==> src/rtl/bcd_counter_pio_pkg.sv <==
// Shared constants for the BCD counter PIO: register offsets,
// CTRL/STATUS bit positions, digit width and a digit clamp helper.
package bcd_counter_pio_pkg;

  localparam int DIGIT_W = 4;

  localparam logic [1:0] ADDR_DATA   = 2'd0;
  localparam logic [1:0] ADDR_CTRL   = 2'd1;
  localparam logic [1:0] ADDR_STATUS = 2'd2;
  localparam logic [1:0] ADDR_STEP   = 2'd3;

  localparam int CTRL_RUN    = 0;
  localparam int CTRL_DOWN   = 1;
  localparam int CTRL_IRQ_EN = 2;
  localparam int CTRL_W      = 3;

  localparam int STATUS_WRAP = 0;

  function automatic logic [DIGIT_W-1:0] clamp_digit(
    input logic [DIGIT_W-1:0] d
  );
    return (d > 4'd9) ? 4'd9 : d;
  endfunction

endpackage

==> src/rtl/bcd_counter_pio_digit.sv <==
// One BCD digit of the ripple chain.
// Ports: value (current digit), en, down -> next, carry (carry/borrow out).
module bcd_digit
  import bcd_counter_pio_pkg::*;
(
  input  logic [DIGIT_W-1:0] value,
  input  logic               en,
  input  logic               down,
  output logic [DIGIT_W-1:0] next,
  output logic               carry
);

  always_comb begin
    next  = value;
    carry = 1'b0;
    if (en) begin
      if (down) begin
        if (value == 4'd0) begin
          next  = 4'd9;
          carry = 1'b1;
        end else begin
          next = value - 4'd1;
        end
      end else begin
        if (value >= 4'd9) begin
          next  = 4'd0;
          carry = 1'b1;
        end else begin
          next = value + 4'd1;
        end
      end
    end
  end

endmodule

==> src/rtl/bcd_counter_pio.sv <==
// Avalon-MM BCD up/down counter with prescaled tick, STEP and wrap irq.
// Ports: clk, reset_n, address/chipselect/write_n/writedata/readdata,
// out_port (BCD value, digit 0 in [3:0]), irq (WRAP & IRQ_EN).
module bcd_counter_pio
  import bcd_counter_pio_pkg::*;
#(
  parameter int N_DIGITS = 3,
  parameter int PRESCALE = 50000000
) (
  input  logic                        clk,
  input  logic                        reset_n,
  input  logic [1:0]                  address,
  input  logic                        chipselect,
  input  logic                        write_n,
  input  logic [31:0]                 writedata,
  output logic [31:0]                 readdata,
  output logic [DIGIT_W*N_DIGITS-1:0] out_port,
  output logic                        irq
);

  localparam int DW = DIGIT_W * N_DIGITS;
  localparam int PW = (PRESCALE > 1) ? $clog2(PRESCALE) : 1;
  localparam logic [PW-1:0] PMAX = PW'(PRESCALE - 1);

  logic [DW-1:0]     data_q;
  logic [CTRL_W-1:0] ctrl_q;
  logic              wrap_q;
  logic [PW-1:0]     presc_q;

  logic              wr;
  logic              data_wr;
  logic              ctrl_wr;
  logic              status_wr;
  logic              step_wr;
  logic              run;
  logic              tick;
  logic              step;
  logic              wrap_step;
  logic [DW-1:0]     next_val;
  logic [DW-1:0]     clamped;
  logic [N_DIGITS:0] en;
  logic              unused_wd;

  assign wr        = chipselect & ~write_n;
  assign data_wr   = wr && (address == ADDR_DATA);
  assign ctrl_wr   = wr && (address == ADDR_CTRL);
  assign status_wr = wr && (address == ADDR_STATUS);
  assign step_wr   = wr && (address == ADDR_STEP);
  assign unused_wd = ^writedata;

  assign run  = ctrl_q[CTRL_RUN];
  assign tick = run && (presc_q == PMAX);
  // tick and STEP collapse into a single step
  assign step = tick | step_wr;

  assign en[0]     = step;
  assign wrap_step = en[N_DIGITS];

  for (genvar g = 0; g < N_DIGITS; g++) begin : g_dig
    bcd_digit u_digit (
      .value (data_q[g*DIGIT_W +: DIGIT_W]),
      .en    (en[g]),
      .down  (ctrl_q[CTRL_DOWN]),
      .next  (next_val[g*DIGIT_W +: DIGIT_W]),
      .carry (en[g+1])
    );
    assign clamped[g*DIGIT_W +: DIGIT_W] =
      clamp_digit(writedata[g*DIGIT_W +: DIGIT_W]);
  end

  always_ff @(posedge clk or negedge reset_n) begin
    if (!reset_n) begin
      presc_q <= '0;
    end else if (!run || tick) begin
      presc_q <= '0;
    end else begin
      presc_q <= presc_q + 1'b1;
    end
  end

  // a DATA write overrides any same-cycle step
  always_ff @(posedge clk or negedge reset_n) begin
    if (!reset_n) begin
      data_q <= '0;
    end else if (data_wr) begin
      data_q <= clamped;
    end else if (step) begin
      data_q <= next_val;
    end
  end

  always_ff @(posedge clk or negedge reset_n) begin
    if (!reset_n) begin
      ctrl_q <= '0;
    end else if (ctrl_wr) begin
      ctrl_q <= writedata[CTRL_W-1:0];
    end
  end

  // a wrap setting WRAP beats a same-cycle W1C
  always_ff @(posedge clk or negedge reset_n) begin
    if (!reset_n) begin
      wrap_q <= 1'b0;
    end else if (wrap_step && !data_wr) begin
      wrap_q <= 1'b1;
    end else if (status_wr && writedata[STATUS_WRAP]) begin
      wrap_q <= 1'b0;
    end
  end

  always_comb begin
    readdata = '0;
    case (address)
      ADDR_DATA:   readdata[DW-1:0]     = data_q;
      ADDR_CTRL:   readdata[CTRL_W-1:0] = ctrl_q;
      ADDR_STATUS: readdata[STATUS_WRAP] = wrap_q;
      default:     readdata = '0;
    endcase
  end

  assign out_port = data_q;
  assign irq      = wrap_q & ctrl_q[CTRL_IRQ_EN];

endmodule

==> config.mk <==
export PLATFORM = sky130hd
export DESIGN_NAME = bcd_counter_pio
export DESIGN_NICKNAME = d
export VERILOG_FILES = /design/src/rtl/bcd_counter_pio_pkg.sv /design/src/rtl/bcd_counter_pio_digit.sv /design/src/rtl/bcd_counter_pio.sv
export SDC_FILE = /design/constraint.sdc
export NUM_CORES = 1
export LEC_CHECK = 0
export CAP_MARGIN = 30
export CORE_MARGIN = 3
export CORE_UTILIZATION = 44
export CTS_BUF_LIST = sky130_fd_sc_hd__clkbuf_8
export CTS_CLUSTER_DIAMETER = 200
export DETAILED_ROUTE_END_ITERATION = 16
export PLACE_DENSITY = 0.76
export SYNTH_ARGS = -nofsm -noshare
export SYNTH_HDL_FRONTEND = slang
export SYNTH_SLANG_ARGS = --single-unit
==> constraint.sdc <==
create_clock -name clk -period 3.01 [get_ports clk]
set_clock_uncertainty 0.2 [all_clocks]
set_input_delay 0.903 -clock clk [delete_from_list [all_inputs] [get_ports clk]]
set_output_delay 0.903 -clock clk [all_outputs]
set_load 0.05 [all_outputs]
After elaboration in Yosys (flattened, before gate mapping)

Index checks and enable logic that the tools add are counted.

Register bits after elaboration: 42
Input port bits: 38
Output and inout bits: 45
Logic and storage cells: 81

$add $sub $neg: 7
Order comparisons: 6
Eq/ne operators: 4
Muxes and demuxes: 34
Bitwise operators: 4
Reduce and logical (&&, ||, !) cells: 20

Operator list:

| operator                                                               | count |
|---|---|
| 4-bit 2-to-1 mux                                                       | 14 |
| 26-bit by 1-bit adder with 26-bit output (second input constant)       | 1 |
| 26-bit equality test (second input constant)                           | 1 |
| 26-bit 2-to-1 mux                                                      | 1 |
| 12-bit 2-to-1 mux                                                      | 2 |
| 1-bit 2-to-1 mux                                                       | 14 |
| 4-bit by 1-bit adder with 4-bit output (second input constant)         | 3 |
| 4-bit >= comparator (second input constant)                            | 3 |
| 4-bit greater-than comparator (second input constant)                  | 3 |
| 4-bit zero test                                                        | 3 |
| 4-bit by 1-bit subtractor with 4-bit output (second input constant)    | 3 |
| 9-bit 2-to-1 mux                                                       | 1 |
| 2-bit nonzero test                                                     | 4 |
| 1-bit logical AND                                                      | 7 |
| 2-bit equality test (second input constant)                            | 2 |
| 2-bit case mux with 2 select lines                                     | 1 |
| 2-bit AND reduction                                                    | 2 |
| 1-bit case mux with 3 select lines                                     | 1 |
| 1-bit AND                                                              | 2 |
| 2-bit by 1-bit equality test with 1-bit output (second input constant) | 1 |
| 1-bit zero test                                                        | 2 |
| 2-bit zero test                                                        | 1 |
| 1-bit logical OR                                                       | 1 |
| 1-bit NOT                                                              | 1 |
| 1-bit OR                                                               | 1 |

Logic depth before layout (Yosys ltp)

Gate-level depths: netlist of run 1.

Depth in word-level cells: 9
Gate-level depth with buffers: 7
Mapped depth without buffers: 7

Cells and area by module

A second synthesis of run 1 with hierarchy kept.

Cells, all modules: 407
Area, all modules: 3,417.0 um^2

By module, submodules not included:

| module          | instances | cells an instance | area an instance (um^2) | sequential area each (um^2) |
|---|---|---|---|---|
| bcd_counter_pio | 1         | 275               | 2,486.1                 | 1,051.0 |
| bcd_digit       | 3         | 44                | 310.3                   | 0.0 |

Worst setup path before layout of run 1

Ideal clock, no wire load.

Path type: input -> output
From: input address[1]
To: output readdata[0]
Data arrival time: 2,207 ps
Required time: 1,907 ps
Setup slack: -300 ps
Stages on the path: 2
Buffers on the path: 1
Path through: clkbuf_1 -> o21ai_0

Longest elaborated chain between the ends: 2
Elaborated cells between the ends (all ways): 4
Those cells by class: eq/ne: 2; mux: 1; reduce/logical: 1

RTL lines:

| element                                     | line                   | RTL |
|---|---|---|
| start, declared                             | bcd_counter_pio.sv:12  | `input logic [1:0] address,` |
| 2-bit equality test (tied with other cells) | bcd_counter_pio.sv:113 | `case (address)` |
| 1-bit case mux with 3 select lines *        | bcd_counter_pio.sv:113 |  |
| end, declared                               | bcd_counter_pio.sv:16  | `output logic [31:0] readdata,` |

Mark *: on every way between the ends. The rest lies on a longest branch, timed or not.

Worst setup path after layout of run 1

From: input address[0]
To: output readdata[0]

Same word-level chain as after synthesis.

==> results of run 1 <==
-- layout by cell type, fill, tap and decap left out, types with 14 or more instances in the layout --
master / n
dfrtp_1: 42
nor2_1: 36
clkdlybuf4s50_1: 27
nand2_1: 24
conb_1: 20
buf_4: 20
o21ai_0: 19
inv_1: 18
a21oi_1: 17
buf_12: 14
-- synth_stat cells, drive strengths merged, types with 3 or more instances --
| library cell | instances | area, sq um |
|---|---|---|
| nand2 | 24 | 90.1 |
| xor2 | 8 | 70.1 |
| and2 | 4 | 25.0 |
| nand3b | 4 | 30.0 |
| or4 | 4 | 33.8 |
| nor4b | 5 | 43.8 |
| nor2b | 5 | 31.3 |
| or3 | 3 | 18.8 |
| clkbuf | 9 | 33.8 |
| a31oi | 5 | 31.3 |
| inv | 17 | 63.8 |
| mux2i | 7 | 70.1 |
| nor3 | 15 | 75.1 |
| a21oi | 19 | 103 |
| xnor2 | 13 | 114 |
| buf | 26 | 186 |
| ha | 11 | 138 |
| or3b | 4 | 35.0 |
| a31o | 3 | 26.3 |
| dfrtp | 42 | 1050 |
| mux2 | 4 | 45.0 |
| a22oi | 3 | 22.5 |
| o21ai | 21 | 116 |
| nand3 | 14 | 82.6 |
| o21a | 3 | 22.5 |
| nand4 | 4 | 25.0 |
| and3 | 6 | 37.5 |
| nor2 | 38 | 143 |
| o31ai | 4 | 40.0 |
-- power breakdown --
part,switching (mW),total (mW),internal (mW)
clock,0.203,0.448,0.244
combinational,0.885,1.48,0.595
sequential,0.144,0.791,0.647
total,1.23,2.72,1.49
-- cells by family after synthesis --
kind of cell | count (synthesis) | synth area share (%)
buffers and inverters | 52 | 9.26
xor gates and xnor gates | 21 | 6.00
muxes | 11 | 3.75
adders and majority gates | 11 | 4.49
other | 1 | 0.122
DFF | 42 | 34.3
and+or+nand+nor | 143 | 25.4
AOI/OAI and AO/OA | 75 | 16.7
-- final timing paths --
kind	slack, ns	endpoint	from
max in group asynchronous	1.72	out_port[6]	reset_n
max	0.07	readdata[0]	address[0]
max reg2reg	0.34	out_port[9]	out_port[0]
min in group asynchronous	0.38	out_port[9]	reset_n
min reg2reg	0.29	presc_q[0]	presc_q[0]
min	0.29	presc_q[0]	presc_q[0]
-- state kept, by name, indices dropped and copies added (netlist names) --
register  count
presc_q      26
out_port     12
ctrl_q        3
wrap_q        1
-- area by class of cell --
class	count	area [sq um]
Fill cell	556	2620
Clock buffer	5	68.8
Tap cell	93	116
Clock inverter	3	41.3
Inverter	17	63.8
Sequential cell	42	1050
Timing Repair Buffer	66	746
Multi-Input combinational cell	281	1860
-- layer usage --
layer | GRT usage, % | vias up | part of all wire, %
met5 | 0 | - | 0
met4 | 5.82 | 0 | 0.78
met3 | 3.41 | 6 | 5.9
met2 | 31.7 | 84 | 48
met1 | 25.3 | 1295 | 45
li1 | - | 1339 | -
-- stage by stage --
| step | hold slack [ns] | TNS (ns) | setup slack [ns] | utilization [%] |
|---|---|---|---|---|
| finish | 0.288 | 0 | 0.0665 | 60.1 |
| global route | 0.328 | 0 | 0.0365 | 60.1 |
| detailed placement | 0.279 | -1.45 | -0.167 | 57.6 |
| CTS | 0.291 | 0 | 0.00874 | 59.9 |
| global placement | 0.267 | -1.46 | -0.166 | 57.6 |
| floorplan | 0.250 | -1.90 | -0.298 | - |
-- what timing repair did --
item                                    4_1_cts  5_1_grt
endpoints found under the setup margin       12        4
resized for setup                            10        3
pin swaps                                     1        0
hold endpoints to repair                      0        0
hold buffers                                  0        0
setup buffers                                 2        0
-- worst register-to-register path: cells and delay by family, from the launching register on --
family          cells  cell delay, ns
flops               1            0.39
mux                 1            0.38
simple gates        1            0.51
fa+ha+maj           1            0.29
buf+inv             1            0.10
compound gates      3            0.70
==> impl_metrics.ini, run 1 <==
[routing]
viasPerCell = 5.37
initialDrtViolationCount = 161
drt-pass1-iter-count = 4
vias = 2724
drc_errors = 0
finalWirelength_um = 7140
drtAntennaViolNets = 0
wl_per_cell_um = 14.1

[sta]
fmax_mhz = 340
final-setup-viol-count = 0
slew_viol_final = 0
finalHoldViolations = 0
rsz0062_at_grt = no
min_period_over_period_pct = 97.8
worstMarginPinSlew_ns = 0.611
period_minus_slack_ns = 2.94
slew_headroom_pct = 58.9

[setup_path]
crit_chain = dlygate4sd2_1, buf_12, mux2i_1, o21ai_1, buf_12
startpoint_type = input port
crit_buf_inv = 3
crit_type = input port to output port
crit_top_cell = buf_12
end_kind = output port
max_stage_delay_ns = 0.26
path_max_fanout = 13
slowest_stage = dlygate4sd2_1
arrival_ns = 1.84
r2r_cells = 7
cp.required_ns = 1.91
cp_num_cells = 5
path_delay_family = buffers and inverters

[global_routing]
grt_pass1_wl_um = 12100
grt_max_degree = 24
antenna_found_initial = 0
grt_pass1_vias = 2595
grt_overflow = 0
grt.total_usage_pct = 19.1

[layout]
final_nets = 462
n_antenna_cell = 0
stdcell_area_sq_um = 3950
drive_gt1_share_pct = 17.4
finalNonFillerCells = 507
syn_to_final_growth_pct = 28.6

[min_path]
hold_path.class = flop to flop
hold_depth = 1

[power]
p_leak_nw = 1.67
finalPower_mw = 2.72
p_per_area_nw_per_um2 = 689
vdd_ir_drop_max_mv = 0.259

[clocking]
root_buffer = clkbuf_8
clock_sink_count = 42
cts.path.max_buffers = 2
cts_buffers = 5
clock_latency_ns = 0.30
cts_tree = done
clk_pin_slew_ns = 0.08
htree_levels = 2

[placement]
dpl.hpwl_um = 5340
place_area_sq_um = 3780
dp.cells = 498
port_buffers = 42
place.gp.congestion = 0.871

[flow_run]
drv_cap = 0

[synthesis]
post_synth_num_cell_types = 60
ys_seq_area_share_pct = 34.3
ys_ff_latch = 42
ys_warn_count = 0
synth-async-reset-ratio_pct = 100
ys.flop_type = dfrtp_1
synth.avg_cell_area_sq_um = 8.61
netlist_area_sq_um = 3070
synth-edff-count = 0
syn_inst = 356

[die]
die-area_sq_um = 8010
row_count = 29
die_h_um = 89.5
num_io_pins = 83
start_util_pct = 46.7
die-width_um = 89.5
fp.coreArea_sq_um = 6570

[outcome]
status = complete, no violations
(Power assumes the default switching activity.)
==> inputs of run 2 (changes only) <==
- clock period: 3.01 -> 3.8 ns (I/O delays scaled with it)
==> impl_metrics.ini, run 2 (synthesis gave the netlist of run 1 again) <==
[outcome]
status = complete, no violations

[layout]
largest_reg_flops = 26
fillers = 574
post-route-util_pct = 57.2
syn_to_final_growth_pct = 22.5
finalNonFillerCells = 491
max_flop_register = presc_q
n_antenna_cell = 0
drive_gt1_share_pct = 13.1
final_nets = 446
final_common_cell = dfrtp_1
final_cell_mix = dfrtp_1, nor2_1, clkdlybuf4s50_1

[min_path]
hold_path.class = flop to flop
hold_depth = 1

[setup_path]
arrival_ns = 2.41
setup.worst_path.end = readdata[0]
critical_path.startpoint = address[1]
reg2reg_from = out_port[0]
crit_chain = clkdlybuf4s50_1, buf_4, o21ai_0, buf_12
startpoint_type = input port
end_kind = output port
r2r_end = out_port[10]
path_max_fanout = 8
slowest_stage = clkdlybuf4s50_1
crit_type = input port to output port
cp.required_ns = 2.46
max_stage_delay_ns = 0.54
r2r_setup_slack_ns = 1.01
r2r_cells = 7

[placement]
dpl.hpwl_um = 4980
port_buffers = 42
place.gp.congestion = 0.889
dp.cells = 482

[sta]
fmax_mhz = 267
min_period_over_period_pct = 98.6
worstMarginPinSlew_ns = 0.693
fin_setup_tns_ns = 0
slew_headroom_pct = 53.4
final-setup-viol-count = 0
period_minus_slack_ns = 3.75
rsz0062_at_grt = no
finalHoldViolations = 0
slew_viol_final = 0

[global_routing]
grt_util_met2_pct = 27.9
gr-usage-met1_pct = 24.0
gr-usage-met3_pct = 4.06
grt_pass1_wl_um = 11000
grt_overflow = 0
grt.total_usage_pct = 17.4
grt_busiest_layer = met2
grt_pass1_vias = 2312
antenna_found_initial = 0
grt_max_degree = 43

[routing]
viasPerCell = 5.34
finalWirelength_um = 6760
drc_errors = 0
wl_per_cell_um = 13.8
drtAntennaViolNets = 0
initialDrtViolationCount = 199
vias = 2620
drt-pass1-iter-count = 4

[clocking]
cts_resized = 0
htree_levels = 2
cts.path.max_buffers = 2
clock_latency_ns = 0.29
clk_pin_slew_ns = 0.08
root_buffer = clkbuf_8
clock_sink_count = 42
holdBufCountCts = 0
postCtsSetupRepairBufs = 0
cts_buffers = 5
cts_tree = done

[flow_run]
drv_cap = 0

[die]
die_h_um = 89.5
start_util_pct = 46.7
fp.coreArea_sq_um = 6570
num_io_pins = 83
die-area_sq_um = 8010
die-width_um = 89.5
row_count = 29

[power]
finalPower_mw = 2.01
p_per_area_nw_per_um2 = 536
p_leak_nw = 1.57
vdd_ir_drop_max_mv = 0.223
==> run 2: power breakdown <==
group          switching [mW]  internal (mW)
logic                   0.633          0.425
registers               0.140          0.512
clock network           0.156          0.146
total                   0.929           1.08
==> run 2: through the flow <==
stage               hold WS (ns)  setup slack, ns  instance area (sq um)
finish                     0.289           0.0531                   3760
global route               0.329           0.0102                   3760
CTS                        0.293           0.0700                   3730
detailed placement         0.281           0.0704                   3640
global placement           0.270           0.0611                   3640
floorplan                  0.250           0.0158                   3140
==> run 2: metal layers <==
layer / routed length (um) / part of all wire [%]
met1: 3140 / 47
met3: 388 / 5.7
met5: 0 / 0
met2: 3180 / 47
met4: 44 / 0.65
==> run 2: worst min-delay path by stage <==
| stage | startpoint | endpoint |
|---|---|---|
| 2_1_floorplan | wrap_q | wrap_q |
| 3_3_place_gp | presc_q[0] | presc_q[0] |
| 3_5_place_dp | presc_q[0] | presc_q[0] |
| 4_1_cts | presc_q[0] | presc_q[0] |
| 5_1_grt | presc_q[0] | presc_q[0] |
| 6_report | presc_q[0] | presc_q[0] |
==> run 2: final cells by class <==
cell class	instances	area, sq um	share of cell area, %
Timing Repair Buffer	50	608	16.2
Multi-Input combinational cell	281	1820	48.5
Tap cell	93	116	3.10
Inverter	17	63.8	1.70
Clock inverter	2	12.5	0.333
Sequential cell	42	1050	28.0
Clock buffer	6	82.6	2.20
==> run 2: worst max-delay path, delay by kind of cell <==
kind / cells / cell delay [ns]
compound gates: 1 / 0.30
buf+inv: 3 / 0.95
